File: config.mk
export PLATFORM = sky130hd
export DESIGN_NAME = pipeline_sequencer
export DESIGN_NICKNAME = d
export VERILOG_FILES = /design/src/rtl/pipeline_sequencer_pkg.sv /design/src/rtl/pipeline_sequencer_hazard_detect.sv /design/src/rtl/pipeline_sequencer.sv
export SDC_FILE = /design/constraint.sdc
export NUM_CORES = 1
export LEC_CHECK = 0
export ABC_AREA = 0
export CAP_MARGIN = 20
export CORE_ASPECT_RATIO = 1.75
export CORE_MARGIN = 2
export CORE_UTILIZATION = 50
export DETAILED_ROUTE_END_ITERATION = 10
export DONT_BUFFER_PORTS = 1
export PLACE_DENSITY = 0.74
export SKIP_CTS_REPAIR_TIMING = 1
export SKIP_LAST_GASP = 1
export SYNTH_ARGS = -nofsm -noshare
export SYNTH_HDL_FRONTEND = slang
export SYNTH_SLANG_ARGS = --single-unit
File: constraint.sdc
create_clock -name i_clock -period 3.5 [get_ports i_clock]
set_input_delay 0.525 -clock i_clock [delete_from_list [all_inputs] [get_ports i_clock]]
set_output_delay 0.525 -clock i_clock [all_outputs]
set_load 0.02 [all_outputs]
File: src/rtl/pipeline_sequencer_pkg.sv
// Shared constants for the pipeline sequencer: FSM encodings, parameter defaults and
// the active-state helper used by the top level.
package pipeline_sequencer_pkg;

  localparam int unsigned RegAddrBitsDefault = 5;
  localparam int unsigned DrainCyclesDefault = 4;
  localparam int unsigned CountBitsDefault   = 32;

  localparam int unsigned StateBits = 3;

  localparam logic [StateBits-1:0] StIdle  = 3'd0;
  localparam logic [StateBits-1:0] StRun   = 3'd1;
  localparam logic [StateBits-1:0] StStep  = 3'd2;
  localparam logic [StateBits-1:0] StDrain = 3'd3;
  localparam logic [StateBits-1:0] StDone  = 3'd4;

  // Pipeline registers latch only in these states.
  function automatic logic is_active(input logic [StateBits-1:0] state);
    return (state == StRun) || (state == StStep) || (state == StDrain);
  endfunction

endpackage

File: src/rtl/pipeline_sequencer_hazard_detect.sv
// Load-use comparator: a load in ID/EX whose destination feeds either ID source.
module pipeline_sequencer_hazard_detect
  import pipeline_sequencer_pkg::*;
#(
  parameter int unsigned RegAddrBits = RegAddrBitsDefault
) (
  input  logic                   idex_memread_i,
  input  logic [RegAddrBits-1:0] idex_rt_i,
  input  logic [RegAddrBits-1:0] ifid_rs_i,
  input  logic [RegAddrBits-1:0] ifid_rt_i,
  output logic                   stall_o
);

  // Register zero is hard-wired, so a load into it never creates a dependency.
  assign stall_o = idex_memread_i && (idex_rt_i != '0) &&
                   ((idex_rt_i == ifid_rs_i) || (idex_rt_i == ifid_rt_i));

endmodule

File: src/rtl/pipeline_sequencer.sv
// Run/step/halt sequencer for the 5-stage pipeline: produces decoder enable, PC/IF-ID
// write enables and flush strobes, plus active-cycle and load-use stall counters.
module pipeline_sequencer
  import pipeline_sequencer_pkg::*;
#(
  parameter int unsigned REG_ADDR_BITS = RegAddrBitsDefault,
  parameter int unsigned DRAIN_CYCLES  = DrainCyclesDefault,
  parameter int unsigned COUNT_BITS    = CountBitsDefault
) (
  input  logic                     i_clock,
  input  logic                     i_reset,
  input  logic                     i_run,
  input  logic                     i_step,
  input  logic                     i_pause,
  input  logic                     i_halt_instr,
  input  logic                     i_branch_taken,
  input  logic                     i_idex_memread,
  input  logic [REG_ADDR_BITS-1:0] i_idex_rt,
  input  logic [REG_ADDR_BITS-1:0] i_ifid_rs,
  input  logic [REG_ADDR_BITS-1:0] i_ifid_rt,
  output logic                     o_pipe_enable,
  output logic                     o_pc_write,
  output logic                     o_ifid_write,
  output logic                     o_control_mux,
  output logic                     o_ifid_flush,
  output logic                     o_idex_flush,
  output logic                     o_exmem_flush,
  output logic                     o_halted,
  output logic [COUNT_BITS-1:0]    o_cycle_count,
  output logic [COUNT_BITS-1:0]    o_stall_count
);

  localparam int unsigned DrainBits = (DRAIN_CYCLES > 1) ? $clog2(DRAIN_CYCLES) : 1;
  localparam logic [DrainBits-1:0] DrainInit = DrainBits'(DRAIN_CYCLES - 1);

  logic [StateBits-1:0]  state_q, state_d;
  logic                  step_mode_q, step_mode_d;
  logic [DrainBits-1:0]  drain_q, drain_d;
  logic [COUNT_BITS-1:0] cycle_q, stall_q;
  logic                  load_use;
  logic                  stall_event;
  logic [StateBits-1:0]  resume_state;

  pipeline_sequencer_hazard_detect #(
    .RegAddrBits (REG_ADDR_BITS)
  ) u_hazard_detect (
    .idex_memread_i (i_idex_memread),
    .idex_rt_i      (i_idex_rt),
    .ifid_rs_i      (i_ifid_rs),
    .ifid_rt_i      (i_ifid_rt),
    .stall_o        (load_use)
  );

  // Where an ordinary RUN/STEP cycle goes next.
  always_comb begin
    resume_state = StRun;
    if (state_q == StStep || i_pause) begin
      resume_state = StIdle;
    end
  end

  always_comb begin
    state_d       = state_q;
    step_mode_d   = step_mode_q;
    drain_d       = drain_q;
    stall_event   = 1'b0;
    o_pipe_enable = 1'b0;
    o_pc_write    = 1'b0;
    o_ifid_write  = 1'b0;
    o_control_mux = 1'b0;
    o_ifid_flush  = 1'b0;
    o_idex_flush  = 1'b0;
    o_exmem_flush = 1'b0;
    o_halted      = 1'b0;

    case (state_q)
      StIdle: begin
        if (i_run) begin
          state_d     = StRun;
          step_mode_d = 1'b0;
        end else if (i_step) begin
          state_d     = StStep;
          step_mode_d = 1'b1;
        end
      end

      StRun, StStep: begin
        o_pipe_enable = 1'b1;
        o_pc_write    = 1'b1;
        o_ifid_write  = 1'b1;
        o_control_mux = 1'b1;
        if (i_branch_taken) begin
          o_ifid_flush  = 1'b1;
          o_idex_flush  = 1'b1;
          o_exmem_flush = 1'b1;
          state_d       = resume_state;
        end else if (i_halt_instr) begin
          // HALT itself keeps flowing down the pipe; nothing younger follows it.
          o_pc_write   = 1'b0;
          o_ifid_flush = 1'b1;
          state_d      = StDrain;
          drain_d      = DrainInit;
        end else if (load_use) begin
          o_pc_write    = 1'b0;
          o_ifid_write  = 1'b0;
          o_control_mux = 1'b0;
          stall_event   = 1'b1;
          state_d       = resume_state;
        end else begin
          state_d = resume_state;
        end
      end

      StDrain: begin
        o_pipe_enable = 1'b1;
        o_ifid_write  = 1'b1;
        if (i_branch_taken) begin
          // The HALT was speculative; resume in whatever mode we came from.
          o_pc_write    = 1'b1;
          o_control_mux = 1'b1;
          o_ifid_flush  = 1'b1;
          o_idex_flush  = 1'b1;
          o_exmem_flush = 1'b1;
          state_d       = step_mode_q ? StIdle : StRun;
        end else begin
          o_ifid_flush = 1'b1;
          if (drain_q == '0) begin
            state_d = StDone;
          end else begin
            drain_d = drain_q - 1'b1;
          end
        end
      end

      StDone: begin
        o_halted = 1'b1;
      end

      default: begin
        state_d = StIdle;
      end
    endcase
  end

  always_ff @(posedge i_clock) begin
    if (i_reset) begin
      state_q     <= StIdle;
      step_mode_q <= 1'b0;
      drain_q     <= '0;
    end else begin
      state_q     <= state_d;
      step_mode_q <= step_mode_d;
      drain_q     <= drain_d;
    end
  end

  // Counters wrap naturally at 2^COUNT_BITS.
  always_ff @(posedge i_clock) begin
    if (i_reset) begin
      cycle_q <= '0;
      stall_q <= '0;
    end else begin
      if (is_active(state_q)) begin
        cycle_q <= cycle_q + COUNT_BITS'(1);
      end
      if (stall_event) begin
        stall_q <= stall_q + COUNT_BITS'(1);
      end
    end
  end

  assign o_cycle_count = cycle_q;
  assign o_stall_count = stall_q;

endmodule
==> results by group, run 1 <==
Run status
  – Status: complete, no violations

Timing
  – Transition time at the pin with the least slew margin: 0.695 ns
  – Minimum period implied by the final worst setup slack: 2.60 ns
  – Period Utilization, post-route: roughly 74%
  – Final Slew Violations: 0
  – Max-Slew Margin vs Limit: between 50% and 60%
  – Max Clk Rate: a little under 400 MHz
  – Setup repair after global routing missed its margin: no
  – Worst clock skew: approximately 0.0044 ns
  – Hold violation count in the final report: 0
  – Accumulated negative setup slack: 0 ns
  – Number of failing setup endpoints in the final timing report: 0

Worst setup path
  – Maximum net fanout on the critical path: 7
  – Critical path class: primary input to primary output
  – Worst path arrival time: between 2 and 2.5 ns
  – Crit path required time: roughly 3.0 ns
  – Element type at the critical path start: primary input
  – Endpoint class of the critical path: primary output

Yosys
  – Adder-cell area share of the yosys netlist: 1.25%
  – Top FF cell, synth: sky130_fd_sc_hd__dfxtp_1
  – Main combinational cell family by area after synthesis: simple AND/OR/NAND/NOR gates
  – Synth warnings: 0
  – Sequential area share after synthesis: about 37%
  – Mux share of post-synthesis cell area: 2.63%
  – Synth Register Bits: 70
  – Number of standard cells after synthesis: approximately 460
  – Xor/xnor cell area share of the yosys netlist: 8.05%
  – Share of async-settable or async-resettable flops after synthesis: 0%
  – Count of flip-flops with a built-in enable after synthesis: 0
  – Post-synthesis simple-gate area fraction: 33.0%
  – Count of distinct cell types in the synthesized netlist: 47
  – Number of nets in the synthesized netlist: 485
  – Summed instance area of the synthesized netlist: about 3800 µm²
  – Average cell area after synthesis: 8.30 µm²
  – Area fraction in compound gates after synthesis: between 10 and 15%

Placed design
  – Detailed Place HPWL: 6530 µm
  – Cell area after placement: roughly 3800 µm²
  – Final RePlAce weighted congestion: 0.853
  – Quantity of I/O buffers inserted on ports: 0

Global route
  – Remaining global-route overflow: 0
  – Number of global-route vias before repair: approximately 3.4k
  – GRT Overall Usage: about 23%
  – Largest net degree at the start of global routing: 78
  – Initial antenna violation count: 0
  – First-pass GRT wire length: between 15000 and 20000 µm

Floorplanning
  – Effective utilization at floorplan: between 50% and 60%
  – Standard-cell row count: between 40 and 50
  – Die Footprint: 8360 µm²
  – Area of the core: around 7500 µm²
  – I/O pins: between 90 and 100
  – Die W: approximately 70 µm
  – Overall die height: between 100 and 150 µm

Cells and area
  – Fill count: just under 700
  – Ant. Diodes: 0
  – Top library cells by usage in the layout, fill and taps aside: sky130_fd_sc_hd__dfxtp_1, sky130_fd_sc_hd__nor2_1, sky130_fd_sc_hd__a21oi_1, sky130_fd_sc_hd__or4_1, sky130_fd_sc_hd__nand4_1
  – Total area of multi-input combinational cells: about 2200 µm²
  – Storage cell area: ~1400 µm²
  – Area Growth Syn to Fin: 8.44%
  – Most common cell after layout, fill and taps aside: sky130_fd_sc_hd__dfxtp_1
  – Total Nets Final: ~470
  – Share of cells above drive strength 1: between 8 and 9%
  – Post-route cell area: a little over 4000 µm²

Drt
  – Via Count: roughly 3.5k
  – DRC: 0
  – Routed length per placed instance: between 15 and 20 µm
  – Post-route antenna net violation count: 0
  – Pre-antenna DRT Iters: 4
  – Avg Vias per Cell: 6.48
  – Total Wirelength: 9320 µm
  – DRC violation total after the first TritonRoute iteration: 326

Clock tree
  – Count of H-tree levels built during CTS: 3
  – TritonCTS buffer count: 9
  – Clock tree from TritonCTS: done
  – Clk root buf: sky130_fd_sc_hd__clkbuf_16
  – Clock edge transition at the registers on the reported setup and hold paths: ~0.05 ns
  – Insertion delay of the later-clocked pin in the worst-skew pair: 0.33 ns
  – Clock Sinks: 70
  – Max clock buf depth: 2

Job
  – Maximum capacitance violations: 0

Power
  – Clock power frac: between 50% and 60%
  – Net Sw Power: approximately 0.43 mW
  – Pwr Density: around 470 nW/µm²
  – Maximum vdd drop: 0.378 mV
  – Cell-internal power: ~1.5 mW
  – Gate power share: under 10%
  – Sequential group share of total power: 42.3%
  – Switching Fraction: 22.0%
  – Leak pwr: approximately 1.3 nW

Min path
  – Type of the most critical hold path: primary input to flop
[path summary, 6_finish.rpt]
check                                  start                 to  slack, ns  depth (start not counted)
worst max register to register    state_q[0]   o_stall_count[7]       1.10                          5
worst min register to register    drain_q[1]         drain_q[1]       0.48                          2
worst min-delay path                 i_reset  o_stall_count[20]       0.27                          1
worst max-delay path            i_idex_rt[0]       o_ifid_write       0.90                          5
[through the flow]
step	instances	setup WS, ns	utilization (%)	hold slack (ns)	power, mW
final	535	0.904	55.3	0.266	1.96
after global routing	535	0.814	55.3	0.258	2.01
after CTS	535	0.899	55.3	0.254	1.97
after detailed placement	519	0.898	50.9	0.471	0.956
after global placement	519	0.952	50.9	0.455	0.951
after floorplan	459	1.01	-	0.456	0.953
[synthesized netlist by cell type, types with 5 or more instances]
master,instances,area [µm²]
sky130_fd_sc_hd__nor4_1,7,43.8
sky130_fd_sc_hd__nor2b_1,6,37.5
sky130_fd_sc_hd__dfxtp_1,70,1400
sky130_fd_sc_hd__nand3_1,24,120
sky130_fd_sc_hd__or3_1,8,50.1
sky130_fd_sc_hd__buf_4,6,45.0
sky130_fd_sc_hd__nand4_1,25,156
sky130_fd_sc_hd__buf_2,7,35.0
sky130_fd_sc_hd__nor3_1,15,75.1
sky130_fd_sc_hd__nor2_1,52,195
sky130_fd_sc_hd__inv_1,9,33.8
sky130_fd_sc_hd__clkbuf_1,17,63.8
sky130_fd_sc_hd__and3_1,6,37.5
sky130_fd_sc_hd__and2_1,5,31.3
sky130_fd_sc_hd__or4_1,25,188
sky130_fd_sc_hd__xor2_1,23,201
sky130_fd_sc_hd__and4_1,6,52.6
sky130_fd_sc_hd__a21oi_1,37,185
sky130_fd_sc_hd__mux2_2,8,90.1
sky130_fd_sc_hd__o21ai_0,11,55.1
sky130_fd_sc_hd__o31ai_1,23,173
sky130_fd_sc_hd__nand2_1,22,82.6
sky130_fd_sc_hd__xnor2_1,12,105
[power groups by stage]
stage,logic [mW],clock network [mW],registers [mW]
finish,0.111,1.02,0.827
global route,0.123,1.06,0.830
CTS,0.111,1.03,0.827
detailed placement,0.111,0,0.845
global placement,0.107,0,0.844
floorplan,0.117,0,0.837
[critical path, cell delays in order]
cell and delay (ns):
sky130_fd_sc_hd__or4_1 0.54, sky130_fd_sc_hd__o21ai_1 0.49, sky130_fd_sc_hd__a2111oi_0 0.16, sky130_fd_sc_hd__nor3_1 0.18, sky130_fd_sc_hd__buf_4 0.17
[sequential cells by signal, indices dropped and copies added (netlist names)]
name,count
o_cycle_count,32
o_stall_count,32
step_mode_q,1
state_q,3
drain_q,2
[cell families after synthesis]
family | Yosys count
and+or+nand+nor | 218
xor gates and xnor gates | 35
AOI/OAI and AO/OA | 84
DFF | 70
muxes | 9
adders and majority gates | 4
buffers and inverters | 39
[cell type report]
type                            count  area share, %
Multi-Input combinational cell    350           54.1
Sequential cell                    70           33.9
Clock buffer                       13           6.54
Tap cell                           88           2.67
Clock inverter                      3           1.58
Inverter                            9          0.818
Timing Repair Buffer                2          0.364
[metal layers]
metal	routed length (µm)	vias to the layer above	GRT usage (%)
li1	-	1664	-
met1	3420	1657	22.2
met2	4880	115	40.7
met3	567	30	6.09
met4	448	0	15.3
met5	0	-	0
No activity file was read; power rests on OpenSTA's default activity.
==> inputs of run 2 (changes only) <==
--- a/config.mk
+++ b/config.mk
@@ -12,7 +12,7 @@
 export CORE_UTILIZATION = 50
 export DETAILED_ROUTE_END_ITERATION = 10
 export DONT_BUFFER_PORTS = 1
-export PLACE_DENSITY = 0.74
+export PLACE_DENSITY = 0.77
 export SKIP_CTS_REPAIR_TIMING = 1
 export SKIP_LAST_GASP = 1
 export SYNTH_ARGS = -nofsm -noshare
==> constraint.sdc (replaced) <==
create_clock -name i_clock -period 2.2 [get_ports i_clock]
set_input_delay 0.33 -clock i_clock [delete_from_list [all_inputs] [get_ports i_clock]]
set_output_delay 0.33 -clock i_clock [all_outputs]
set_load 0.02 [all_outputs]
==> run 2 against run 1 <==
Effect of this change: combinational power grew 99%; non-clock buffer count is 54 higher; clock skew decreased by 0.00064 ns; critical path depth rose by 1; final cell count grew 10%; sequential power grew 57%; global-route usage grew 2.4 points; worst hold slack worse by 0.20 ns; count of clock-buffer cells in the layout down 1; first-iteration DRC count decreased by 16%; critical path type is now flop to flop; critical endpoint is now o_stall_count[3].
==> results by group, run 2 (synthesized netlist as in run 1, its figures left out) <==
Timing
  – Setup repair after global routing missed its margin: no (unchanged)
  – Accumulated negative setup slack: 0 ns (unchanged)
  – Minimum period implied by the final worst setup slack: approximately 2.1 ns
  – Transition time at the pin with the least slew margin: 0.549 ns (was 0.695 ns)
  – Number of failing setup endpoints in the final timing report: 0 (unchanged)
  – Worst clock skew: 0.00374 ns (was 0.00438 ns)
  – Max-Slew Margin vs Limit: 63.1% (was 53.5%)
  – Final Slew Violations: 0 (unchanged)
  – Max Clk Rate: ~480 MHz
  – Period Utilization, post-route: 95.1%
  – Hold violation count in the final report: 0 (unchanged)

Drt
  – Routed length per placed instance: 17.5 µm (was 17.4 µm)
  – Avg Vias per Cell: 6.25 (was 6.48)
  – Pre-antenna DRT Iters: 4 (unchanged)
  – DRC violation total after the first TritonRoute iteration: 273 (was 326)
  – DRC: 0 (unchanged)
  – Total Wirelength: 10300 µm (was 9320 µm)
  – Via Count: 3681 (was 3466)
  – Post-route antenna net violation count: 0 (unchanged)

Floorplanning
  – I/O pins: 95 (unchanged)
  – Area of the core: 7460 µm² (unchanged)
  – Die Footprint: 8360 µm² (unchanged)
  – Overall die height: 119 µm (unchanged)
  – Effective utilization at floorplan: 51.0% (unchanged)
  – Standard-cell row count: 42 (unchanged)
  – Die W: 70.0 µm (unchanged)

Cells and area
  – Post-route cell area: 4530 µm² (was 4130 µm²)
  – Final core area utilization: 60.7% (was 55.3%)
  – Total Nets Final: 522 (was 468)
  – Fill count: 642 (was 685)
  – Most common cell after layout, fill and taps aside: sky130_fd_sc_hd__dfxtp_1 (unchanged)
  – Ant. Diodes: 0 (unchanged)
  – Area Growth Syn to Fin: 18.9% (was 8.44%)
  – Share of cells above drive strength 1: 18.2% (was 8.50%)
  – Top library cells by usage in the layout, fill and taps aside: sky130_fd_sc_hd__dfxtp_1, sky130_fd_sc_hd__buf_4, sky130_fd_sc_hd__nor2_1, sky130_fd_sc_hd__a21oi_1 (was sky130_fd_sc_hd__dfxtp_1, sky130_fd_sc_hd__nor2_1, sky130_fd_sc_hd__a21oi_1, sky130_fd_sc_hd__or4_1, sky130_fd_sc_hd__nand4_1)

Worst setup path
  – Maximum net fanout on the critical path: 22 (was 7)
  – Element type at the critical path start: flop (was primary input)
  – Endpoint class of the critical path: flop (was primary output)
  – Worst reg2reg setup slack: 0.11 ns (was 1.10 ns)
  – Crit path required time: 2.46 ns (was 2.97 ns)
  – Critical path class: flop to flop (was primary input to primary output)
  – Worst path arrival time: 2.35 ns (was 2.07 ns)

Power
  – Leak pwr: 1.57 nW (was 1.28 nW)
  – Gate power share: 7.2% (was 5.6%)
  – Net Sw Power: 0.688 mW (was 0.430 mW)
  – Pwr Density: 679 nW/µm² (was 474 nW/µm²)
  – Sequential group share of total power: 42.4% (was 42.3%)
  – Clock power frac: 50.4% (was 52.1%)
  – Cell-internal power: 2.39 mW (was 1.53 mW)
  – Switching Fraction: 22.4% (was 22.0%)
  – Maximum vdd drop: 0.628 mV (was 0.378 mV)

Global route
  – Number of global-route vias before repair: 3683 (was 3385)
  – First-pass GRT wire length: 17200 µm (was 15600 µm)
  – Met2 routing resource usage after global routing: 45.5% (was 40.7%)
  – Most Crowded Layer GR: met2 (unchanged)
  – Initial antenna violation count: 0 (unchanged)
  – GRT Overall Usage: 25.1% (was 22.7%)
  – Largest net degree at the start of global routing: 78 (unchanged)
  – Remaining global-route overflow: 0 (unchanged)
  – Met1 GRT Util: 26.4% (was 22.2%)
  – Met3 Use GR: 6.77% (was 6.09%)

Placed design
  – Quantity of I/O buffers inserted on ports: 0 (unchanged)
  – Final RePlAce weighted congestion: 0.942 (was 0.853)
  – Cell area after placement: 4210 µm² (was 3790 µm²)
  – Detailed Place HPWL: 7370 µm (was 6530 µm)

Clock tree
  – Max clock buf depth: 2 (unchanged)
  – Clk root buf: sky130_fd_sc_hd__clkbuf_16 (unchanged)
  – Count of H-tree levels built during CTS: 3 (unchanged)
  – TritonCTS buffer count: 9 (unchanged)
  – Clock Sinks: 70 (unchanged)
  – Clock tree from TritonCTS: done (unchanged)
  – Insertion delay of the later-clocked pin in the worst-skew pair: 0.33 ns (about the same)
  – Clock edge transition at the registers on the reported setup and hold paths: 0.05 ns (about the same)

Job
  – Maximum capacitance violations: 0 (unchanged)

Run status
  – Status: complete, no violations (unchanged)

Min path
  – Type of the most critical hold path: primary input to flop (unchanged)
==> run 2: cell types whose count changed in the layout (fill, tap and decap cells not counted) <==
cell and change:
sky130_fd_sc_hd__buf_4 +53, sky130_fd_sc_hd__clkinv_2 +1, sky130_fd_sc_hd__clkbuf_8 -2, sky130_fd_sc_hd__clkbuf_1 +1, sky130_fd_sc_hd__buf_12 +1
==> run 2: layout make-up <==
type	count	area, µm²	area share, %
clock inverters	4	70.1	1.55
repair buffers	56	433	9.56
inverters	9	33.8	0.746
clock buffers	12	246	5.44
well taps	88	110	2.43
flip-flops and latches	70	1400	30.9
multi-input cells	350	2230	49.3
==> run 2: metrics by stage <==
step / hold WS (ns) / setup WS [ns] / power (mW) / std cells
after global placement: 0.406 / 0.180 / 1.54 / 573
after global routing: 0.0609 / 0.00152 / 3.17 / 589
after floorplan: 0.427 / 0.100 / 1.52 / 459
after detailed placement: 0.406 / 0.129 / 1.55 / 573
final: 0.0647 / 0.108 / 3.08 / 589
after CTS: 0.0522 / 0.102 / 3.10 / 589
==> run 2: per-layer routing <==
metal	share of wire (%)	wire, µm
met1	35	3640
met2	56	5790
met3	6.3	653
met4	2.3	240
met5	0	0
==> run 2: power by group through the flow <==
stage	sequential (mW)	combinational, mW	clock (mW)
floorplan	1.33	0.186	0
global placement	1.33	0.208	0
detailed placement	1.33	0.220	0
CTS	1.30	0.221	1.58
global route	1.31	0.240	1.62
finish	1.30	0.221	1.55
==> run 2: final timing paths <==
path	to	start	cells after the start
setup reg to reg	o_stall_count[3]	state_q[0]	6
hold reg to reg	drain_q[1]	drain_q[1]	2
setup / recovery	o_stall_count[3]	state_q[0]	6
hold / removal	o_stall_count[24]	i_reset	1
==> run 2: critical path, stage by stage, from the launching register on <==
cell and delay [ns]:
sky130_fd_sc_hd__dfxtp_1 0.32, sky130_fd_sc_hd__xnor2_1 0.17, sky130_fd_sc_hd__nor4_4 0.28, sky130_fd_sc_hd__nand2_2 0.33, sky130_fd_sc_hd__buf_4 0.27, sky130_fd_sc_hd__or4_1 0.48, sky130_fd_sc_hd__a21oi_1 0.17
